===== src/rtl/cdc_pkg.sv =====
// Shared types for the clock-domain-crossing handshake receiver.
package cdc_pkg;

  // Receive-side 4-phase handshake states.
  typedef enum logic [1:0] {
    StIdle = 2'd0,
    StHold = 2'd1,
    StAck  = 2'd2
  } rx_state_e;

endpackage


===== src/rtl/cdc_hs_rx.sv =====
// Receive side of a 4-phase req/ack handshake. Captures the sender's word on the
// synchronized request, presents it downstream with valid/ready, then returns
// ack until the sender drops req. Counts completed transfers and flags a sender
// that drops req before the word has been consumed.
module cdc_hs_rx
  import cdc_pkg::*;
#(
  parameter int unsigned DATA_W = 8,
  parameter int unsigned CNT_W  = 16
) (
  input  logic              rd_clk,
  input  logic              rd_reset,
  input  logic              req_sync,
  input  logic [DATA_W-1:0] data_in,
  output logic              ack,
  output logic              out_valid,
  output logic [DATA_W-1:0] out_data,
  input  logic              out_ready,
  output logic [CNT_W-1:0]  xfer_cnt,
  output logic              proto_err
);

  rx_state_e         state_q, state_d;
  logic              ack_q, ack_d;
  logic              valid_q, valid_d;
  logic [DATA_W-1:0] data_q, data_d;
  logic [CNT_W-1:0]  cnt_q, cnt_d;
  logic              err_q, err_d;

  // Next-state logic: every output is a registered copy of these values.
  always_comb begin
    state_d = state_q;
    ack_d   = ack_q;
    valid_d = valid_q;
    data_d  = data_q;
    cnt_d   = cnt_q;
    err_d   = err_q;
    unique case (state_q)
      StIdle: begin
        ack_d   = 1'b0;
        valid_d = 1'b0;
        if (req_sync) begin
          // data_in is stable while req is high, so sampling it here is safe.
          data_d  = data_in;
          valid_d = 1'b1;
          state_d = StHold;
        end
      end
      StHold: begin
        // Sender released req before we acknowledged; still deliver the word.
        if (!req_sync) begin
          err_d = 1'b1;
        end
        // valid_q is always set in this state, so ready alone completes it.
        if (out_ready) begin
          valid_d = 1'b0;
          ack_d   = 1'b1;
          cnt_d   = cnt_q + CNT_W'(1);
          state_d = StAck;
        end
      end
      StAck: begin
        // Ack falls and we return to idle; a new capture waits for the next edge.
        if (!req_sync) begin
          ack_d   = 1'b0;
          state_d = StIdle;
        end
      end
      default: begin
        state_d = StIdle;
        ack_d   = 1'b0;
        valid_d = 1'b0;
      end
    endcase
  end

  // State and output registers; reset overrides any in-flight transfer.
  always_ff @(posedge rd_clk) begin
    if (rd_reset) begin
      state_q <= StIdle;
      ack_q   <= 1'b0;
      valid_q <= 1'b0;
      data_q  <= '0;
      cnt_q   <= '0;
      err_q   <= 1'b0;
    end else begin
      state_q <= state_d;
      ack_q   <= ack_d;
      valid_q <= valid_d;
      data_q  <= data_d;
      cnt_q   <= cnt_d;
      err_q   <= err_d;
    end
  end

  assign ack       = ack_q;
  assign out_valid = valid_q;
  assign out_data  = data_q;
  assign xfer_cnt  = cnt_q;
  assign proto_err = err_q;

endmodule


===== config.mk =====
export PLATFORM = sky130hd
export DESIGN_NAME = cdc_hs_rx
export DESIGN_NICKNAME = d
export VERILOG_FILES = /design/src/rtl/cdc_pkg.sv /design/src/rtl/cdc_hs_rx.sv
export SDC_FILE = /design/constraint.sdc
export NUM_CORES = 1
export LEC_CHECK = 0
export ABC_AREA = 1
export ABC_CLOCK_PERIOD_IN_PS = 1300
export BUFFER_PORTS_ARGS = -buffer_cell sky130_fd_sc_hd__buf_2
export CORE_ASPECT_RATIO = 0.75
export CORE_MARGIN = 1.5
export CORE_UTILIZATION = 45
export DETAILED_ROUTE_END_ITERATION = 10
export PLACE_DENSITY = 0.74
export SYNTH_ARGS = -nofsm -noshare
export SYNTH_HDL_FRONTEND = slang
export SYNTH_SLANG_ARGS = --single-unit

===== constraint.sdc =====
create_clock -name rd_clk -period 1.3 [get_ports rd_clk]
set_clock_uncertainty 0.1 [all_clocks]
set_input_delay 0.13 -clock rd_clk [delete_from_list [all_inputs] [get_ports rd_clk]]
set_output_delay 0.13 -clock rd_clk [all_outputs]
set_load 0.03 [all_outputs]

==> results.cfg, run 1 <==
[clock_tree]
cts_buffers = 5
cts_tree = done
clock_path_buffers = 2
htree_levels = 2
path_clk_slew_ns = 0.06
cts_sinks = 29
clockRootBuffer = clkbuf_8
worstSkewPairLatency_ns = 0.28

[synthesis]
yosys-top-cells-area = dfxtp_1, nor2_1, nand2_1
ys_top_cells_by_count = nor2_1, nand2_1, dfxtp_1, inv_1
syn-cell-area_um2 = 1310
yosysUniqueCellTypes = 22
syn_area_per_cell_um2 = 6.90
synth-edff-count = 0
ys_seq_area_share_pct = 44.3
ys.flop_type = dfxtp_1
syn_nets = 203
yosysWarningCount = 0
yosysTopAreaCell = dfxtp_1
synth.top_cell.area_share_pct = 44.3
syn_inst = 190
synth_seq_cells = 29
synth.most_common_cell = nor2_1
synthArstFlopShare_pct = 0

[placement]
routabilityCongestion = 0.820
port_buffers = 38
place_hpwl_mm = 2.23

[finish]
drive_above_1_share_pct = 36.6
nNetsFinal = 259
syn_to_final_growth_pct = 38.9
n_antenna_cell = 0

[worst_setup_path]
path_class = flip-flop to flip-flop
cp-start-kind = flip-flop
critPathCaptureType = flip-flop
crit_required_ns = 1.37
crit_fanout = 7
worstPathArrival_ns = 1.33

[floorplan]
core-area_um2 = 2680
start_util_pct = 48.9
dieArea_um2 = 3250
io_pins = 39
dieHeight_um = 49.8
die_w_um = 65.3
num_rows = 16

[run_status]
outcome = finished with violations
violations = negative hold slack

[worst_hold_path]
hp-class = primary input to flip-flop

[route]
drt-initial-drc-count = 61
vias_per_cell = 4.70
drt-total-wl_mm = 3.08
drc_errors = 0
ant_nets = 0
first_pass_iters = 4
via_count = 1325
wl_per_cell_um = 10.9

[power_and_ir_drop]
total_power_w = 0.00187
leakagePower_nw = 0.844
p_per_area_nw_per_um2 = 1020
irDropWorstVdd_v = 0.000654

[sta]
fin_setup_tns_ns = 0
period_share_pct = 97.1
min_period_ns = 1.26
finalSetupViolations = 0
holdWs_ns = -0.0113
hold_viol = 1
rsz0062_at_grt = yes
drv_slew = 0
max_freq_mhz = 793
tightest_slew_ns = 0.334
relSlewSlack_pct = 77.7

[grt]
grt_max_degree = 12
antenna_found_initial = 0
first_global_vias = 1184
grt_overflow = 0
grtUsageTotal_pct = 21.0
grt_pass1_wl_mm = 5.18

[job]
cap_violations = 0
==> worst paths after layout <==
path | start | cells after the start | slack, ns | to
worst min register to register | proto_err | 1 | 0.36 | proto_err
worst min-delay path | data_in[2] | 3 | -0.01 | out_data[2]
worst max-delay path | xfer_cnt[0] | 6 | 0.04 | xfer_cnt[6]
worst max register to register | xfer_cnt[0] | 6 | 0.04 | xfer_cnt[6]
==> cell families (layout without fill, tap and decap cells) <==
group / count (synthesis) / in the layout / share of synthesized area [%]
compound gates: 24 / 24 / 9.64
xor+xnor: 2 / 2 / 1.34
fa+ha+maj: 1 / 1 / 0.954
buf+inv: 27 / 83 / 8.30
flops: 29 / 29 / 44.3
simple gates: 107 / 107 / 35.5
==> report_power, final <==
part           internal (W)  switching [W]
Sequential         0.000921      0.0000213
Clock              0.000362       0.000316
Combinational     0.0000885       0.000156
Total               0.00137       0.000494
==> what timing repair did <==
item                                    4_1_cts  5_1_grt
buffers inserted                              0        2
gates resized for setup                       0       25
hold buffers                                  1        0
endpoints found under the hold margin         1        0
endpoints found under the setup margin        0       19
==> state kept, by name, summed over array words and instances, names as in the netlist <==
| name | cells |
|---|---|
| state_q | 2 |
| out_valid | 1 |
| ack | 1 |
| xfer_cnt | 16 |
| proto_err | 1 |
| out_data | 8 |
==> cell type report <==
cell class	count	area, µm²
clock inverters	1	5.00
well taps	36	45.0
multi-input cells	134	697
repair buffers	54	320
clock buffers	6	72.6
inverters	22	82.6
flip-flops and latches	29	599
fillers	224	861
==> per-stage QoR <==
| stage | std cells | hold WS, ns | setup slack, ns | instance area (µm²) | util [%] |
|---|---|---|---|---|---|
| after floorplan | 190 | 0.194 | -0.0370 | 1330 | - |
| after global placement | 271 | 0.281 | 0.0567 | 1630 | 60.7 |
| after detailed placement | 271 | 0.284 | 0.00700 | 1630 | 60.7 |
| after CTS | 279 | 0.000516 | 0.000573 | 1720 | 63.9 |
| after global routing | 282 | 0.0321 | -0.0827 | 1820 | 67.9 |
| final | 282 | -0.0113 | 0.0383 | 1820 | 67.9 |
==> critical path, stage by stage, from the launching register on <==
cell and delay, ns:
dfxtp_4 0.37, ha_4 0.14, nand3_2 0.09, nor2_4 0.18
nand2_1 0.09, xor2_1 0.13, nor2_1 0.05
==> cell usage in the layout, fill, tap and decap left out <==
cell type       n
a31oi_1         1
clkbuf_1        1
dfxtp_2         9
buf_6           2
nor2_2          4
nor3_2          1
nor2_4          4
buf_4          13
clkinv_2        1
dfxtp_4         2
nand2_4         2
a21oi_1         9
o21a_1          2
nand2_2         1
nand3_2         3
dfxtp_1        18
buf_2          38
nand2_1        36
o21ai_0         9
xor2_1          2
nand3_1         8
ha_4            1
nand4_1         8
nand3_4         1
dlygate4sd3_1   1
clkbuf_8        5
nor2_1         39
inv_2           3
o21ai_1         3
inv_1          19
==> per-layer routing <==
metal / global-route usage [%] / up-vias / routed length [µm]
li1: - / 712 / -
met1: 28.7 / 586 / 1620
met2: 31.0 / 22 / 1290
met3: 5.48 / 5 / 128
met4: 9.38 / 0 / 43
met5: 0 / - / 0
Note: power is estimated with default switching activity, not from simulation.
==> inputs of run 2 (changes only) <==
Settings changed: ABC_CLOCK_PERIOD_IN_PS 1300 to 1250, CORE_UTILIZATION 45 to 50, PLACE_DENSITY 0.74 to 0.78.
Clock period 1.3 ns to 1.25 ns, I/O delays scaled along.
==> run 2 against run 1 <==
  * The flow finishes with violations (negative setup slack)
  * Sequential share of layout area is 1.7 points lower
  * Design area is 7.6% higher
  * Final cell count is 2.8% higher
  * Sequential power is 3.7% higher
  * Die area is 9.5% lower
  * Count of clock-buffer cells in the layout stayed put
  * Global-route usage is 5.2 points higher
  * Combinational power is 27% higher
  * Largest cell class unchanged
  * Largest power group unchanged
==> results.cfg, run 2 (synthesized netlist as in run 1, its figures left out) <==
[run_status]
outcome = finished with violations
violations = negative setup slack

[floorplan]
io_pins = 39
dieHeight_um = 47.4
start_util_pct = 55.0
num_rows = 15
die_w_um = 62.1
core-area_um2 = 2380
dieArea_um2 = 2940

[sta]
finalSetupViolations = 10
min_period_ns = 1.30
setup_ws_ns = -0.0497
hold_viol = 0
tightest_slew_ns = 0.280
max_freq_mhz = 769
rsz0062_at_grt = yes
drv_slew = 0
period_share_pct = 104
relSlewSlack_pct = 81.3

[power_and_ir_drop]
clkPwrFrac_pct = 28.4
power.internal_w = 0.00128
swShare_pct = 29.0
p_per_area_nw_per_um2 = 918
pwr-share-comb_pct = 17.3
switchingPower_w = 0.000523
total_power_w = 0.00180
irDropWorstVdd_v = 0.000671
seq_power_share_pct = 54.4
leakagePower_nw = 0.882

[clock_tree]
clockRootBuffer = clkbuf_4
worstSkewPairLatency_ns = 0.31
path_clk_slew_ns = 0.09
htree_levels = 2
clock_path_buffers = 2
cts_sinks = 29
cts_buffers = 5
cts_tree = done

[route]
wl_per_cell_um = 15.2
ant_nets = 0
drc_errors = 0
via_count = 1600
first_pass_iters = 4
drt-total-wl_mm = 4.40
drt-initial-drc-count = 120
vias_per_cell = 5.52

[worst_setup_path]
cp_common_cell = nand3_2
path_class = flip-flop to flip-flop
critPathCaptureType = flip-flop
path_cells = nand3_2, nor2_4, nand3_2, nand2_1, inv_1, nor2_1
cpLargestDelayFamily = simple AND/OR/NAND/NOR gates
crit_fanout = 8
crit_path_top_delay_cell = dfxtp_4
slowest_delay_ns = 0.39
worstPathArrival_ns = 1.46
cp_num_buf_inv = 1
cp-start-kind = flip-flop
crit_required_ns = 1.41

[finish]
syn_to_final_growth_pct = 49.5
drive_above_1_share_pct = 41.4
nFillCells = 168
final_cell_mix = nor2_1, buf_2, nand2_1
nNetsFinal = 269
n_antenna_cell = 0
multi_input_area_um2 = 738
register_area_um2 = 612
layout_commonest_cell = nor2_1
largest_register_ffs = 16

[placement]
place_hpwl_mm = 2.62
dp_slack_ns = -0.0364
routabilityCongestion = 0.830
port_buffers = 38

[grt]
grt_overflow = 0
grt_max_degree = 15
antenna_found_initial = 0
grtUsageTotal_pct = 26.2
grt_pass1_wl_mm = 5.86
first_global_vias = 1295

[worst_hold_path]
hp-class = primary input to flip-flop

[job]
cap_violations = 0
run 2: cell count changes in the layout (fill, tap and decap cells not counted), sizes merged:
cell,change
buf,+1
dlygate4sd3,+9
run 2: repair_timing:
action | 4_1_cts | 5_1_grt
gates cloned | 0 | 0
resized for setup | 14 | 31
setup buffers | 3 | 3
pin swaps | 2 | 10
setup endpoints to repair | 9 | 24
hold buffers | 8 | 2
endpoints found under the hold margin | 12 | 3
run 2: power by group through the flow:
stage,combinational (W),sequential (W),clock (W)
6_report,0.000311,0.000978,0.000510
5_1_grt,0.000331,0.000980,0.000558
4_1_cts,0.000272,0.000976,0.000508
3_5_place_dp,0.000248,0.000994,0
3_3_place_gp,0.000237,0.000991,0
2_1_floorplan,0.0000912,0.00106,0
run 2: worst min-delay path, cell delays in order:
cell and delay (ns):
buf_2 0.13, nand3_1 0.10, a21oi_1 0.07
run 2: worst paths after layout:
check	from	endpoint	slack [ns]	cells past startpoint
worst max-delay path	xfer_cnt[2]	xfer_cnt[13]	-0.05	6
worst min-delay path	req_sync	state_q[1]	0.05	3
worst max register to register	xfer_cnt[2]	xfer_cnt[13]	-0.05	6
worst min register to register	proto_err	proto_err	0.38	1
run 2: per-stage QoR:
step	instance area, µm²	setup TNS (ns)	hold WS (ns)	instances	utilization, %
global route	1960	-0.880	0.0298	290	82.3
detailed placement	1620	-0.0988	0.284	267	68.1
finish	1960	-0.226	0.0465	290	82.3
floorplan	1340	-0.0366	0.189	190	-
global placement	1620	0	0.272	267	68.1
CTS	1830	-0.0358	-0.0158	285	76.9
run 2: routing by layer:
layer | global-route usage [%] | up-vias | share of wire, %
li1 | - | 737 | -
met4 | 9.33 | 0 | 2.8
met3 | 6.71 | 23 | 8.4
met5 | 0 | - | 0
met2 | 48.5 | 100 | 50
met1 | 31.1 | 740 | 39
run 2: cell type report:
class                           count  share of cell area (%)
Timing Repair Buffer               64                    22.1
Tap cell                           34                    2.17
Inverter                           22                    4.47
Clock buffer                        6                    2.11
Clock inverter                      1                   0.255
Sequential cell                    29                    31.2
Multi-Input combinational cell    134                    37.7
